--- src/rtl/jk_cmd_sequencer_if.sv ---
// Command push channel for jk_cmd_sequencer: valid/ready handshake carrying op, mask and repeat count.
interface jk_cmd_sequencer_if #(
    parameter int WIDTH = 4,
    parameter int CNT_W = 4
);
    logic             cmd_valid;
    logic             cmd_ready;
    logic [1:0]       cmd_op;
    logic [WIDTH-1:0] cmd_mask;
    logic [CNT_W-1:0] cmd_rep;

    modport master (output cmd_valid, cmd_op, cmd_mask, cmd_rep, input cmd_ready);
    modport slave  (input cmd_valid, cmd_op, cmd_mask, cmd_rep, output cmd_ready);
endinterface

--- src/rtl/jk_cmd_sequencer.sv ---
// Queues hold/reset/set/toggle commands and replays them as registered J/K vectors for a JK flip-flop bank,
// keeping a shadow copy of the expected flip-flop state.
module jk_cmd_sequencer #(
    parameter int WIDTH = 4,
    parameter int DEPTH = 4,
    parameter int CNT_W = 4
) (
    input  logic              clk,
    input  logic              clr,
    jk_cmd_sequencer_if.slave cmd,
    output logic [WIDTH-1:0]  J,
    output logic [WIDTH-1:0]  K,
    output logic [WIDTH-1:0]  shadow_q,
    output logic              done,
    output logic              busy
);
    localparam int AW = $clog2(DEPTH);
    localparam int EW = 2 + WIDTH + CNT_W;
    localparam logic [AW:0] FULL = (AW+1)'(DEPTH);

    typedef enum logic {IDLE, APPLY} state_e;

    state_e           state_q, state_d;
    logic [CNT_W-1:0] remaining_q, remaining_d;
    logic [WIDTH-1:0] j_q, j_d, k_q, k_d, shadow_d;
    logic [AW-1:0]    wr_ptr_q, wr_ptr_d, rd_ptr_q, rd_ptr_d;
    logic [AW:0]      count_q, count_d;
    logic [EW-1:0]    fifo_q [DEPTH];
    logic [EW-1:0]    fifo_d [DEPTH];

    logic             push, pop, empty;
    logic [EW-1:0]    head;
    logic [1:0]       head_op;
    logic [WIDTH-1:0] head_mask;
    logic [CNT_W-1:0] head_rep;

    assign empty         = (count_q == '0);
    assign cmd.cmd_ready = clr & (count_q != FULL);
    assign push          = cmd.cmd_valid & cmd.cmd_ready;
    assign J             = j_q;
    assign K             = k_q;
    assign done          = (state_q == APPLY) && (remaining_q == '0);
    assign busy          = (state_q == APPLY) || !empty;

    always_comb begin
        state_d     = state_q;
        remaining_d = remaining_q;
        j_d         = j_q;
        k_d         = k_q;
        wr_ptr_d    = wr_ptr_q;
        rd_ptr_d    = rd_ptr_q;
        count_d     = count_q;
        fifo_d      = fifo_q;
        pop         = 1'b0;
        head        = fifo_q[rd_ptr_q];
        head_op     = head[EW-1 -: 2];
        head_mask   = head[CNT_W +: WIDTH];
        head_rep    = head[CNT_W-1:0];
        // JK next-state applied to the vector being driven now, matching what the flip-flops sample
        shadow_d    = (j_q & ~shadow_q) | (~k_q & shadow_q);

        if (push) begin
            fifo_d[wr_ptr_q] = {cmd.cmd_op, cmd.cmd_mask, cmd.cmd_rep};
            wr_ptr_d         = wr_ptr_q + AW'(1);
        end

        case (state_q)
            IDLE: begin
                j_d = '0;
                k_d = '0;
                pop = !empty;
            end
            APPLY: begin
                if (remaining_q != '0) begin
                    remaining_d = remaining_q - CNT_W'(1);
                end else if (!empty) begin
                    pop = 1'b1;
                end else begin
                    state_d = IDLE;
                    j_d     = '0;
                    k_d     = '0;
                end
            end
            default: state_d = IDLE;
        endcase

        // Popping on the final apply edge chains commands with no idle cycle between them
        if (pop) begin
            rd_ptr_d    = rd_ptr_q + AW'(1);
            state_d     = APPLY;
            remaining_d = head_rep;
            j_d         = head_mask & {WIDTH{head_op[1]}};
            k_d         = head_mask & {WIDTH{head_op[0]}};
        end

        case ({push, pop})
            2'b10:   count_d = count_q + (AW+1)'(1);
            2'b01:   count_d = count_q - (AW+1)'(1);
            default: count_d = count_q;
        endcase
    end

    always_ff @(posedge clk) begin
        fifo_q <= fifo_d;
    end

    always_ff @(posedge clk) begin
        if (!clr) begin
            state_q     <= IDLE;
            remaining_q <= '0;
            j_q         <= '0;
            k_q         <= '0;
            shadow_q    <= '0;
            wr_ptr_q    <= '0;
            rd_ptr_q    <= '0;
            count_q     <= '0;
        end else begin
            state_q     <= state_d;
            remaining_q <= remaining_d;
            j_q         <= j_d;
            k_q         <= k_d;
            shadow_q    <= shadow_d;
            wr_ptr_q    <= wr_ptr_d;
            rd_ptr_q    <= rd_ptr_d;
            count_q     <= count_d;
        end
    end
endmodule

--- src/flat_wrapper.sv ---
// flat-port wrapper written by rule: the top's interface ports become plain ports
module jk_cmd_sequencer_flat 
#(
    parameter int WIDTH = 4,
    parameter int DEPTH = 4,
    parameter int CNT_W = 4
)
  (clk, clr, J, K, shadow_q, done, busy, cmd_cmd_valid, cmd_cmd_op, cmd_cmd_mask, cmd_cmd_rep, cmd_cmd_ready);
  jk_cmd_sequencer_if #(.WIDTH(WIDTH), .CNT_W(CNT_W)) cmd_i ();
  input  logic clk;
  input  logic clr;
  output logic [WIDTH-1:0] J;
  output logic [WIDTH-1:0] K;
  output logic [WIDTH-1:0] shadow_q;
  output logic done;
  output logic busy;
  input wire logic [$bits(cmd_i.cmd_valid)-1:0] cmd_cmd_valid;
  input wire logic [$bits(cmd_i.cmd_op)-1:0] cmd_cmd_op;
  input wire logic [$bits(cmd_i.cmd_mask)-1:0] cmd_cmd_mask;
  input wire logic [$bits(cmd_i.cmd_rep)-1:0] cmd_cmd_rep;
  output wire logic [$bits(cmd_i.cmd_ready)-1:0] cmd_cmd_ready;
  assign cmd_i.cmd_valid = cmd_cmd_valid;
  assign cmd_i.cmd_op = cmd_cmd_op;
  assign cmd_i.cmd_mask = cmd_cmd_mask;
  assign cmd_i.cmd_rep = cmd_cmd_rep;
  assign cmd_cmd_ready = cmd_i.cmd_ready;
  jk_cmd_sequencer #(.WIDTH(WIDTH), .DEPTH(DEPTH), .CNT_W(CNT_W)) u_core (.clk(clk), .clr(clr), .cmd(cmd_i), .J(J), .K(K), .shadow_q(shadow_q), .done(done), .busy(busy));
endmodule
--- config.mk ---
export PLATFORM = sky130hd
export DESIGN_NAME = jk_cmd_sequencer_flat
export DESIGN_NICKNAME = d
export VERILOG_FILES = /design/src/rtl/jk_cmd_sequencer_if.sv /design/src/rtl/jk_cmd_sequencer.sv /design/src/flat_wrapper.sv
export SDC_FILE = /design/constraint.sdc
export NUM_CORES = 1
export LEC_CHECK = 0
export ABC_AREA = 1
export CORE_MARGIN = 10
export CORE_UTILIZATION = 48
export CTS_BUF_LIST = sky130_fd_sc_hd__clkbuf_8
export CTS_CLUSTER_SIZE = 12
export DETAILED_ROUTE_END_ITERATION = 12
export PLACE_DENSITY = 0.69
export SLEW_MARGIN = 20
export SYNTH_ARGS = -nofsm -noshare
export SYNTH_HDL_FRONTEND = slang
export SYNTH_SLANG_ARGS = --single-unit
--- constraint.sdc ---
create_clock -name clk -period 2.3 [get_ports clk]
set_clock_uncertainty 0.05 [all_clocks]
set_input_delay 0.46 -clock clk [delete_from_list [all_inputs] [get_ports clk]]
set_output_delay 0.46 -clock clk [all_outputs]
set_load 0.01 [all_outputs]
Yosys cells after proc, flatten, opt, wreduce, memory -nomap -nowiden
Index checks and enable logic that the tools add are counted.
- $add $sub $neg: 5
- magnitude comparators: 3
- equality and inequality tests: 5
- multiplexer cells: 21
- bitwise logic cells: 12
- reductions and logical operators: 12
- operators with widths (operator ; number):
    bitwise mux 40 bit ; 1
    2-to-1 mux 10 bit ; 3
    2-to-1 mux 4 bit ; 7
    binary-select mux 10 bit (select 2 bit) ; 1
    demux 10 bit (select 2 bit) ; 1
    AND 4 bit ; 4
    != test 3 bit, second input constant ; 3
    NOT 4 bit ; 2
    case mux 4 bit (2 select lines) ; 1
    greater-or-equal comparator 3 bit, second input constant ; 2
    NOT 2 -> 3 bit ; 2
    case mux 3 bit (2 select lines) ; 1
    nonzero test 2 bit ; 3
    2-to-1 mux 1 bit ; 5
    adder 2 x 1 -> 2 bit, second input constant ; 2
    logical NOT 4 bit ; 1
    bitwise OR 4 bit ; 1
    AND reduction 2 bit ; 2
    nonzero test 4 bit ; 1
    subtractor 4 x 1 -> 4 bit, second input constant ; 1
    adder 3 x 1 -> 3 bit, second input constant ; 1
    logical NOT 3 bit ; 1
    less-than comparator 3 x 1 -> 1 bit, second input constant ; 1
    subtractor 3 x 1 -> 3 bit, second input constant ; 1
    8 further kinds ; 10
- register bits after elaboration: 64
- bits of input ports: 13
- output and inout port bits: 15
- word-level logic and storage cells: 70

Logic depth before layout (Yosys ltp)
- depth after elaboration: 6
- depth in mapped cells: 11
- mapped depth without buffers: 11

Least setup slack after synthesis
No wires, ideal clock.
- kind: reg2reg
- start: register u_core.remaining_q[0]
- end: register u_core.count_q[2]
- library setup time: 122 ps
- arrival: 1873 ps
- data required time: 2128 ps
- path slack: 255 ps
- cell stages (with the launch flop): 12
- clock period less this slack: 2045 ps
- cell sequence: dfxtp_1 > inv_1 > ha_1 > nand3_2 > a21oi_2 > ha_1 > inv_1 > fa_1 > a21oi_1 > o21ai_0 > o21ai_0 > a21oi_1
- longest elaborated chain between the ends: 5
- RTL lines (item ; line ; RTL):
    start: declaration ; jk_cmd_sequencer.sv:24 ; logic [CNT_W-1:0] remaining_q, remaining_d;
    start signal: assignment ; jk_cmd_sequencer.sv:119 ; remaining_q <= remaining_d;
    nonzero test 4 bit (*) ; jk_cmd_sequencer.sv:74 ; if (remaining_q != '0) begin
    2-to-1 mux 1 bit (*) ; jk_cmd_sequencer.sv:74 ;
    case mux 1 bit (2 select lines) (*) ; jk_cmd_sequencer.sv:67 ; case (state_q)
    via u_core.pop ; jk_cmd_sequencer.sv:31 ; logic push, pop, empty;
    equality test 2 x 1 -> 1 bit or equality test 2 bit (tied branches) ; jk_cmd_sequencer.sv:96 ; case ({push, pop})
    case mux 3 bit (2 select lines) or nonzero test 2 bit (tied branches) ; n/a ;
    end signal: assignment ; jk_cmd_sequencer.sv:125 ; count_q <= count_d;
    end: declaration ; jk_cmd_sequencer.sv:27 ; logic [AW:0] count_q, count_d;
The timed path passes the listed nets; every way through them passes the cells marked *.
A chain may end at the register's enable or synchronous reset.

Worst setup path in the final report
- start: register u_core.count_q[0]
- end: output port busy
- longest elaborated chain between the ends: 3
- RTL lines (item ; line ; RTL):
    logical NOT 3 bit ; jk_cmd_sequencer.sv:37 ; assign empty = (count_q == '0);
    logical NOT 1 bit ; jk_cmd_sequencer.sv:43 ; assign busy = (state_q == APPLY) || !empty;
    logical OR 1 bit ; jk_cmd_sequencer.sv:43 ;
    end: declaration ; flat_wrapper.sv:16 ; output logic busy;
No other way between the ends.

==> metrics.cfg <==
[die]
die_area_um2 = 9170
num_io_pins = 28
row_count = 27
die_w_um = 95.7
fp.coreArea_um2 = 5540
initial_core_util_pct = 49.7
fp.dieH_um = 95.7

[global_route]
grt_pass1_vias = 1919
overflow = 0
grt_first_pass_wirelength_mm = 9.05
grt_max_degree = 23
grt_antenna_before_repair = 0
grt_use_total_pct = 12.9

[clocking]
path_clk_slew_ns = 0.07
cts.sinks = 64
cts_buffers = 9
h-tree-depth = 3
cts_tree = done
cts_resized = 1
holdBufCountCts = 0
post-cts-setup-buffers = 0
cts_root_buf = clkbuf_8
clk_latency_ns = 0.34
cts_buffer_depth = 2

[timing]
max-slew-margin-rel_pct = 74.5
fmaxAchievable_mhz = 460
min_period_ns = 2.17
tightest_slew_ns = 0.383
slew_violations = 0
hold_viol = 0
finalCritPeriodShare_pct = 94.5
rsz0062_at_grt = false
setup_viol = 0

[placement]
placedCellCount = 391
port-buffer-count = 27
place_area_um2 = 3130
gp_congestion = 0.747
place_hpwl_mm = 3.82

[critical_path]
critPathCaptureType = output port
arrival_ns = 1.66
worstSetupPathType = flip-flop to output port
required_ns = 1.79
start_kind = flip-flop
ff2ff_path_depth = 11
critPathMaxFanout = 7

[drt]
wl_per_cell_um = 13.5
remaining_drc_errors = 0
drt-pass1-iter-count = 4
totalWireLength_mm = 5.51
vias = 2009
detail_route.vias_per_cell = 4.94
ant_nets = 0
drtIter0Drc = 100

[logic_synthesis]
yosysTopAreaCell = edfxtp_1
syn_avg_cell_area_um2 = 9.50
synth_compound_area_share_pct = 8.77
synth_mux_area_share_pct = 0
ys_ff_latch = 64
yosysTopAreaCellShare_pct = 43.6
ys_seq_area_share_pct = 61.1
synth_common_cells = nand2_1 (81), edfxtp_1 (40), inv_1 (26), nor2_1 (26), a21oi_1 (25)
synth_most_common_cell = nand2_1
synth_top_family_by_area = simple AND/OR/NAND/NOR gates
synth_cell_types = 24
synth-simple-area-share_pct = 20.0
synth-xor-area-share_pct = 0.318
synth.area.top_cells = edfxtp_1 (44%), dfxtp_1 (17%), nand2_1 (11%)
async_reset_ff_share_pct = 0
synth_nets = 310
synth_area_um2 = 2750
synth-main-ff-cell = edfxtp_1
ys_warn_count = 0
syn-instance-count = 290
synth_edf_count = 40
synthAdderAreaFrac_pct = 3.45

[power_and_ir_drop]
p_comb_share_pct = 39.6
p_int_mw = 2.50
peakVddDrop_v = 0.000655
total_power_mw = 4.05
p_per_area_nw_per_um2 = 1210
switching_power_mw = 1.55
swShare_pct = 38.2
seq_power_share_pct = 37.2
power.share.clock_pct = 23.1
p_leak_nw = 1.37

[job]
maxCapViolCount = 0

[hold_path]
hold_depth = 1
hp-class = flip-flop to flip-flop

[cells_and_area]
fin_area_um2 = 3350
finalNetCount = 350
n_fill_cell = 491
final_cells = 407
drive_above_1_share_pct = 13.4
antenna_cells = 0
syn_to_final_growth_pct = 21.5

[outcome]
status = finished clean

[layout by cell type, fill, tap and decap left out, drive strengths merged, types with 5 or more instances in the layout]
cell type / n
a21oi: 29
buf: 11
clkbuf: 9
clkdlybuf4s50: 25
clkinv: 5
dfxtp: 24
edfxtp: 40
ha: 6
inv: 31
nand2: 85
nand3: 20
nor2: 28
o21ai: 15
[routing by layer]
layer	global-route usage, %	vias to the layer above	share of wire [%]
li1	-	1036	-
met2	21.9	42	48
met4	5.16	0	1.2
met1	14.6	925	46
met5	0	-	0
met3	4.44	6	5.0
[worst paths after layout]
| path | start | end | slack [ns] |
|---|---|---|---|
| worst max register to register | u_core.remaining_q[1] | u_core.count_q[2] | 0.20 |
| worst max-delay path | u_core.count_q[0] | busy | 0.13 |
| worst min register to register | u_core.shadow_q[3] | u_core.shadow_q[3] | 0.40 |
| worst min-delay path | u_core.shadow_q[3] | u_core.shadow_q[3] | 0.40 |
[metrics by stage]
| stage | util (%) | TNS (ns) | setup WS [ns] | hold WS, ns |
|---|---|---|---|---|
| 6_report | 60.4 | 0 | 0.127 | 0.402 |
| 3_5_place_dp | 56.5 | -0.0778 | -0.0543 | 0.395 |
| 5_1_grt | 60.4 | 0 | 0.00296 | 0.414 |
| 3_3_place_gp | 56.5 | -0.0218 | -0.0205 | 0.387 |
| 4_1_cts | 60.0 | 0 | 0.00321 | 0.405 |
| 2_1_floorplan | - | 0 | 0.255 | 0.409 |
[worst max-delay path: stages (launching register included)]
cell and delay, ns:
dfxtp_1 0.30, inv_1 0.18, nand2_1 0.12, nor2_4 0.17, nand2_1 0.07, clkdlybuf4s50_1 0.48
[final cells by class]
class	instances	area (um^2)	share of cell area (%)
Sequential cell	64	1680	50.2
Multi-Input combinational cell	187	913	27.3
Timing Repair Buffer	38	354	10.6
Clock buffer	9	124	3.70
Inverter	30	113	3.36
Tap cell	72	90.1	2.69
Clock inverter	7	71.3	2.13
[flip-flops by register name, indices dropped and copies added, names as in the netlist]
register and count:
u_core.count_q 3, u_core.rd_ptr_q 2, u_core.remaining_q 4, u_core.fifo_q 40, u_core.wr_ptr_q 2, u_core.shadow_q 4
u_core.K 4, u_core.state_q 1, u_core.J 4
[cell families (layout without fill, tap and decap cells)]
| group | Yosys count | count (layout) |
|---|---|---|
| AOI/OAI and AO/OA | 45 | 45 |
| xor gates and xnor gates | 1 | 1 |
| adders and majority gates | 7 | 7 |
| buffers and inverters | 39 | 84 |
| DFF | 64 | 64 |
| and+or+nand+nor | 134 | 134 |
[power groups by stage]
stage	sequential, mW	clock, mW	combinational, mW
final	1.51	0.936	1.60
after global routing	1.53	1.02	1.83
after CTS	1.50	0.960	1.57
after detailed placement	1.52	0	1.57
after global placement	1.52	0	1.53
after floorplan	1.52	0	1.11
(Power assumes the default switching activity.)
